**config.mk**
```make
export PLATFORM = sky130hd
export DESIGN_NAME = seg_scan
export DESIGN_NICKNAME = d
export VERILOG_FILES = /design/src/rtl/seg_scan.sv
export SDC_FILE = /design/constraint.sdc
export NUM_CORES = 1
export LEC_CHECK = 0
export ABC_CLOCK_PERIOD_IN_PS = 2400
export CELL_PAD_IN_SITES_DETAIL_PLACEMENT = 0
export CELL_PAD_IN_SITES_GLOBAL_PLACEMENT = 1
export CORE_MARGIN = 2
export CORE_UTILIZATION = 43
export DETAILED_ROUTE_END_ITERATION = 7
export PLACE_DENSITY_LB_ADDON = 0.1
export SLEW_MARGIN = 5
export SYNTH_ARGS = -nofsm -noshare
export SYNTH_HDL_FRONTEND = slang
export SYNTH_SLANG_ARGS = --single-unit
```
**constraint.sdc**
```tcl
create_clock -name clk -period 2.4 [get_ports clk]
set_input_delay 0.24 -clock clk [delete_from_list [all_inputs] [get_ports clk]]
set_output_delay 0.24 -clock clk [all_outputs]
set_load 0.02 [all_outputs]
```
**src/rtl/seg_scan.sv**
```systemverilog
// Time-multiplexed BCD display scanner feeding a 7-segment decoder.
// Latches a packed BCD word and walks one active-low anode per DIV-clock slot.
module seg_scan #(
  parameter int unsigned DIGITS   = 4,
  parameter int unsigned DIV      = 50000,
  parameter int unsigned BLANK_LZ = 1
) (
  input  logic                      clk,
  input  logic                      rst_n,
  input  logic                      load,
  input  logic [4*DIGITS-1:0]       value,
  output logic [3:0]                digit_bcd,
  output logic [DIGITS-1:0]         an,
  output logic [$clog2(DIGITS)-1:0] slot
);

  localparam int unsigned SW = $clog2(DIGITS);
  localparam int unsigned PW = $clog2(DIV);
  localparam int unsigned VW = 4 * DIGITS;

  logic [VW-1:0]     shadow;
  logic [PW-1:0]     presc;
  logic [SW-1:0]     idx;
  logic              tick_c;
  logic [DIGITS-1:0] nz_c;
  logic              blank_c;
  logic [3:0]        cur_c;

  assign tick_c = (presc == PW'(DIV - 1));

  // Slot prescaler and scan index; load never disturbs the scan.
  always_ff @(posedge clk or negedge rst_n) begin
    if (!rst_n) begin
      presc <= '0;
      idx   <= '0;
    end else begin
      presc <= tick_c ? '0 : presc + PW'(1);
      if (tick_c) begin
        idx <= (idx == SW'(DIGITS - 1)) ? '0 : idx + SW'(1);
      end
    end
  end

  always_ff @(posedge clk or negedge rst_n) begin
    if (!rst_n) begin
      shadow <= '0;
    end else if (load) begin
      shadow <= value;
    end
  end

  // nz_c[k] is set when any digit at position k or above is nonzero.
  always_comb begin
    nz_c = '0;
    nz_c[DIGITS-1] = |shadow[VW-1 -: 4];
    for (int k = int'(DIGITS) - 2; k >= 0; k--) begin
      nz_c[k] = nz_c[k+1] | (|shadow[4*k +: 4]);
    end
  end

  always_comb begin
    cur_c   = shadow[{idx, 2'b00} +: 4];
    blank_c = (BLANK_LZ != 0) && (idx != '0) && !nz_c[idx];
  end

  // Registered display outputs; a blanked slot keeps its time but stays dark.
  always_ff @(posedge clk or negedge rst_n) begin
    if (!rst_n) begin
      digit_bcd <= '0;
      an        <= '1;
      slot      <= '0;
    end else begin
      digit_bcd <= cur_c;
      slot      <= idx;
      an        <= blank_c ? '1 : ~(DIGITS'(1) << idx);
    end
  end

endmodule
```
* Word level (Yosys, flattened, before mapping)
Index checks and enable logic that the tools add are counted.
Word-level totals: register bits 44, input port bits 19, logic and storage cells 29, output and inout bits 10
Cells by class: mux-type cells 5, equal/unequal tests 2, add/subtract/negate cells 2, bitwise logic cells 4, magnitude comparators 1, shift-type cells 2, reduce and logical (&&, ||, !) cells 7
Operators by type and width (count):
- adder 16 x 1 -> 16 bit, second input constant | 1
- == test 16 bit, second input constant | 1
- 2-to-1 mux 16 bit | 1
- OR reduction 4 bit | 4
- variable part select 16 x 5 -> 4 bit | 1
- 2-to-1 mux 4 bit | 1
- NOT 4 bit | 1
- left shift 1 x 2 -> 4 bit, first input constant | 1
- less-than comparator 2 x 3 -> 1 bit, second input constant | 1
- OR 1 bit | 3
- adder 2 x 1 -> 2 bit, second input constant | 1
- binary-select mux 1 bit (select 2 bit) | 1
- == test 2 bit, second input constant | 1
- 2-to-1 mux 2 bit | 1
- nonzero test 2 bit | 1
- logical AND 1 bit | 1
- logical NOT 1 bit | 1
- 2-to-1 mux 1 bit | 1

* Depth between registers and ports, before layout
Gate-level depths: netlist (run 1).
depth after elaboration 9, gate-level depth with buffers 6, depth with buffers taken out 5

* Worst setup path before layout (run 1)
Ideal clock, no wire load.
kind register to register, start point reg idx[1], end point reg an[1], buffers on the path 1, library setup time 61 ps, path slack 593 ps, cell stages (with the launch flop) 7, period minus slack after synthesis 1807 ps, required time 2339 ps, arrival 1746 ps, path through dfrtp_1 -> clkbuf_1 -> inv_1 -> ha_1 -> or4_1 -> a2111o_1 -> nand2_1
On the way: longest elaborated chain between the ends 5, elaborated cells between the ends (all ways) 8, those cells by class shift (1); mux (3); bitwise (1); reduce/logical (3)
Ends and longest elaborated chain:
- start, declared | RTL line 23 | logic [SW-1:0] idx;
- start signal, assigned | RTL line 39 | idx <= (idx == SW'(DIGITS - 1)) ? '0 : idx + SW'(1);
- binary-select mux 1 bit (select 2 bit) | RTL line 63 | blank_c = (BLANK_LZ != 0) && (idx != '0) && !nz_c[idx];
- 2-to-1 mux 1 bit (implied by the code) | RTL line 63
- logical NOT 1 bit | RTL line 63
- logical AND 1 bit | RTL line 63
- 2-to-1 mux 4 bit (*) | RTL line 75 | an <= blank_c ? '1 : ~(DIGITS'(1) << idx);
- end signal, assigned | RTL line 75
- end, declared | RTL line 13 | output logic [DIGITS-1:0] an,
Mark *: on every way between the ends. The rest lies on a longest branch, timed or not. The select of a mux whose other input is x is not followed. A chain may end at the register's enable or synchronous reset.

* Final worst setup path (run 1)
start point reg idx[0], end point reg an[1]
Same word-level chain as after synthesis.

==> flow_summary.yaml, run 1 <==
outcome:
  status: "complete, no violations"
grt:
  antenna_found_initial: 0
  grt_pass1_vias: 1205
  grt_pass1_wl_mm: 5.88
  gr-usage-all-layers: 0.154
  grt_start_max_net_pins: 45
  grt_overflow: 0
clock_tree:
  cts_resized: 0
  clkSinkCount: 44
  cts_buffer_depth: 2
  clk_latency_ns: 0.29
  numCtsBuffers: 5
  ctsRootBufferMaster: "clkbuf_8"
  tritoncts: "yes"
  htree_num_levels: 2
  hold_buffers: 0
  clkTransAtPathRegs_ns: 0.08
  cts_setup_buffers: 0
layout:
  finish.instance_area_um2: 2300
  final_util: 0.537
  drive_gt1_frac: 0.193
  fillCellCount: 372
  layout.nets: 199
  area_delta_synth_final_pct: 21.8
  antenna_cells: 0
  fin_cells: 228
sta:
  hold_violations: 0
  max_slew_margin: 0.361
  setup_viol: 0
  drv_slew: 0
  max_freq_mhz: 507
  worst_slew_pin_slew_ns: 0.958
  clock_skew_ns: 0.00242
  fin_crit_ns: 1.97
  rsz0062_at_grt: "no"
  setup_tns_ns: 0
  post-route-period-util: 0.823
floorplan:
  dieWidth_um: 70.3
  dieArea_um2: 4950
  ios: 29
  start_util: 0.441
  die_h_um: 70.3
  core_area_um2: 4290
  fp-row-count: 24
flow_run:
  drv_cap: 0
synth:
  synth-edff-count: 0
  ys_warn_count: 0
  synth_fp_nets: 168
  ys_seq_area_frac: 0.585
  avgSynthCellArea_um2: 13.1
  synthCells: 144
  syn_area_um2: 1890
  synth-main-ff-cell: "dfrtp_1"
  synth-seq-cells: 44
  synthArstFlopShare: 1.00
  yosysUniqueCellTypes: 27
critical_path:
  cpMaxStageDelayCell: "dfrtp_1"
  critPathCaptureType: "register"
  path_cells: "inv_1, ha_1, or4_1, a2111o_1, nand2_1"
  cp.required_ns: 2.63
  crit_fanout: 10
  critPathArrivalTime_ns: 2.21
  crit_type: "register to register"
  worst_path_largest_cell_delay_ns: 0.58
  startpoint_type: "register"
  critPathTopFamily: "flip-flops"
  critPathBufInv: 1
place:
  placed_area_um2: 2210
  port_buffers: 28
  dp_hpwl_mm: 2.38
  placedCellCount: 220
  gp_congestion: 0.782
route:
  totalWireLength_mm: 3.36
  vias_per_cell: 5.20
  firstDrtPassIters: 4
  wl_per_cell_um: 14.7
  vias: 1185
  final_antenna_net_count: 0
  drtIter0Drc: 72
  route.detailed.drc: 0
pwr:
  ir_drop_mv: 0.256
  p_leak_nw: 0.958
  power.density_nw_per_um2: 598
min_path:
  min_path_type: "primary input to asynchronous set/reset pin"
-- flip-flops by register name (all words and copies together), names as in the netlist --
name       cells
idx            2
digit_bcd      4
an             4
shadow        16
presc         16
slot           2
-- synth_stat cells, types with 2 or more instances --
cell | number | share of area
buf_2 | 2 | 0.0053
clkbuf_1 | 2 | 0.0040
dfrtp_1 | 40 | 0.53
dfstp_2 | 4 | 0.056
ha_1 | 5 | 0.033
inv_1 | 6 | 0.012
mux2_2 | 17 | 0.10
mux4_2 | 3 | 0.036
nand2_1 | 4 | 0.0079
nand3_1 | 8 | 0.021
nand4_1 | 4 | 0.013
nor2_1 | 14 | 0.028
nor3_1 | 4 | 0.011
nor4_1 | 6 | 0.020
xnor2_1 | 8 | 0.037
xor2_1 | 6 | 0.028
-- cell type report --
type                       count  area [um2]  share of cell area
timing repair buffer          29         283               0.123
tap                           52        65.1              0.0282
multi-input combinational     89         738               0.320
clock buffer                   8        90.1              0.0391
inverter                       6        22.5             0.00977
sequential                    44        1110               0.480
-- layer usage --
metal / track usage / part of all wire / vias to the layer above / wire length, um
li1: - / - / 566 / -
met1: 0.222 / 0.50 / 581 / 1680
met2: 0.221 / 0.44 / 31 / 1490
met3: 0.0346 / 0.037 / 7 / 123
met4: 0.0705 / 0.019 / 0 / 64
met5: 0 / 0 / - / 0
-- power by group --
group          total (mW)  switching (mW)  leakage, nW  internal, mW
Combinational       0.111          0.0423        0.371        0.0691
Clock               0.466           0.231       0.0455         0.235
Sequential          0.801          0.0257        0.541         0.775
Total                1.38           0.299        0.958          1.08
-- cells in the final DEF (no fill, tap or decap), drive strengths merged, types with 5 or more instances in the layout --
master / instances
clkbuf: 8
clkdlybuf4s50: 27
dfrtp: 40
ha: 5
inv: 6
mux2: 18
nand3: 8
nor2: 14
nor3: 5
nor4: 6
xnor2: 8
xor2: 6
-- path summary, 6_finish.rpt --
check,start,to,slack [ns],cells after the start
setup / recovery,idx[0],an[1],0.43,5
hold / removal,rst_n,shadow[12],0.1,1
setup reg to reg,idx[0],an[1],0.43,5
hold reg to reg,presc[0],presc[0],0.49,1
max in group asynchronous,rst_n,shadow[7],1.71,1
min in group clk,presc[0],presc[0],0.49,1
-- cell families (layout without fill, tap and decap cells) --
group / count (synthesis) / after routing / synth area share
flip-flops: 44 / 44 / 0.585
buffers and inverters: 11 / 43 / 0.0251
multiplexers: 22 / 22 / 0.157
AND/OR/NAND/NOR: 45 / 45 / 0.124
adder cells (fa/ha/maj): 5 / 5 / 0.0331
AO/OA/AOI/OAI: 3 / 3 / 0.0112
XOR/XNOR: 14 / 14 / 0.0648
-- worst reg2reg max path: stages (launching register included) --
cell      delay (ns)
dfrtp_1         0.58
inv_1           0.15
ha_1            0.24
or4_1           0.41
a2111o_1        0.44
nand2_1         0.09
-- stage by stage --
step / setup WS (ns) / total power [mW] / hold slack (ns)
2_1_floorplan: 0.593 / 0.857 / -0.0556
3_3_place_gp: 0.543 / 0.926 / 0.422
3_5_place_dp: 0.460 / 0.929 / 0.450
4_1_cts: 0.417 / 1.40 / 0.132
5_1_grt: 0.276 / 1.44 / 0.174
6_report: 0.426 / 1.38 / 0.0973
Power figures use the tool's default switching activity.
==> inputs of run 2 (changes only) <==
ABC_CLOCK_PERIOD_IN_PS = 2000   (was 2400)
clock period = 2 ns   (was 2.4 ns; I/O delays follow)
==> flow_summary.yaml, run 2 (synthesis gave the netlist of run 1 again) <==
pwr:
  power.clock.fraction: 0.374
  internal_power_mw: 1.39
  p_comb_frac: 0.079
  p_leak_nw: 0.992
  netSwitchingFraction: 0.210
  p_switching_uw: 369
  ir_drop_mv: 0.426
  pwr-share-seq: 0.547
  total_power_mw: 1.76
  power.density_nw_per_um2: 743
min_path:
  min_to: "presc[0]"
  min_delay_path_depth: 1
  min_from: "presc[0]"
  min_path_type: "register to register"
grt:
  grt_start_max_net_pins: 45
  antenna_found_initial: 0
  grt_overflow: 0
  grt_pass1_vias: 1280
  gr-usage-all-layers: 0.160
  grt_pass1_wl_mm: 6.09
outcome:
  status: "complete, no violations"
floorplan:
  ios: 29
  dieWidth_um: 70.3
  fp-row-count: 24
  start_util: 0.441
  core_area_um2: 4290
  die_h_um: 70.3
  dieArea_um2: 4950
route:
  vias: 1198
  met3WireLength_um: 146
  highest_layer: "met4"
  wl_per_cell_um: 14.7
  totalWireLength_mm: 3.42
  firstDrtPassIters: 4
  drtIter0Drc: 64
  met2_length_mm: 1.60
  met1Wirelength_mm: 1.65
  route.detailed.drc: 0
  vias_per_cell: 5.14
  final_antenna_net_count: 0
place:
  gp_congestion: 0.786
  place_ws_ns: 0.375
  port_buffers: 28
  dp_hpwl_mm: 2.46
clock_tree:
  tritoncts: "yes"
  ctsRootBufferMaster: "clkbuf_8"
  htree_num_levels: 2
  clkSinkCount: 44
  numCtsBuffers: 5
  hold_buffers: 1
  cts_setup_buffers: 0
  cts_resized: 0
  cts_buffer_depth: 2
  clkTransAtPathRegs_ns: 0.08
  clk_latency_ns: 0.29
critical_path:
  r2r_end: "an[3]"
  r2r-start: "idx[0]"
  r2r_slack_ns: 0.34
  reg2reg_depth: 5
  cp.required_ns: 2.24
  crit_fanout: 3
  critPathCaptureType: "register"
  worst_path_largest_cell_delay_ns: 0.44
  crit_type: "register to register"
  path_cells: "inv_1, ha_1, or4_1, a2111o_1, nand2_1"
  critPathArrivalTime_ns: 1.90
  cpMaxStageDelayCell: "a2111o_1"
  startpoint_type: "register"
sta:
  setup_tns_ns: 0
  setup_slack_ns: 0.340
  drv_slew: 0
  worst_slew_pin_slew_ns: 0.543
  max_slew_margin: 0.638
  setup_viol: 0
  clock_skew_ns: 0.00899
  rsz0062_at_grt: "no"
  timing.hold.ws_ns: 0.489
  fin_crit_ns: 1.66
  max_freq_mhz: 602
  post-route-period-util: 0.830
  hold_violations: 0
layout:
  antenna_cells: 0
  fillCellCount: 387
  multiInputGateArea_um2: 738
  drive_gt1_frac: 0.215
  ff_latch_area_um2: 1110
  final_util: 0.550
  final_common_cell: "dfrtp_1"
  top_regs: "presc (16), shadow (16)"
  final_cell_mix: "dfrtp_1 (40), clkdlybuf4s50_1 (27), mux2_2 (17)"
  layout.nets: 204
  area_delta_synth_final_pct: 24.9
flow_run:
  drv_cap: 0
run 2: final cells by class:
| type | count | area share |
|---|---|---|
| clock inverter | 2 | 0.0148 |
| inverter | 6 | 0.00953 |
| timing repair buffer | 34 | 0.137 |
| clock buffer | 6 | 0.0307 |
| sequential | 44 | 0.468 |
| tap | 52 | 0.0275 |
| multi-input combinational | 89 | 0.312 |
run 2: through the flow:
step / instance area [um2] / instances
finish: 2360 / 233
global route: 2360 / 233
CTS: 2360 / 233
detailed placement: 2240 / 224
global placement: 2240 / 224
floorplan: 1890 / 144
run 2: power groups by stage:
| stage | Sequential (mW) | Clock [mW] | Combinational (mW) |
|---|---|---|---|
| 4_1_cts | 0.960 | 0.682 | 0.142 |
| 3_5_place_dp | 0.978 | 0 | 0.140 |
| 2_1_floorplan | 0.976 | 0 | 0.0527 |
| 5_1_grt | 0.966 | 0.731 | 0.151 |
| 6_report | 0.960 | 0.657 | 0.139 |
| 3_3_place_gp | 0.977 | 0 | 0.137 |
run 2: metal layers:
layer	vias to the layer above	track usage
met4	0	0.0513
met1	589	0.222
li1	579	-
met3	2	0.0519
met2	28	0.238
met5	-	0
run 2: worst max-delay path by stage:
stage               startpoint    end  slack [ns]  cells past startpoint
floorplan               idx[1]  an[1]        0.19                      6
global placement        idx[0]  an[2]        0.44                      5
detailed placement      idx[0]  an[3]        0.37                      5
CTS                     idx[0]  an[3]        0.35                      5
global route            idx[0]  an[3]        0.26                      5
finish                  idx[0]  an[3]        0.34                      5
run 2: worst max-delay path, delay by kind of cell, from the launching register on:
family                     cells  cell delay, ns
AOI/OAI and AO/OA              1            0.44
adders and majority gates      1            0.23
buffers and inverters          1            0.08
DFF                            1            0.36
and+or+nand+nor                2            0.49
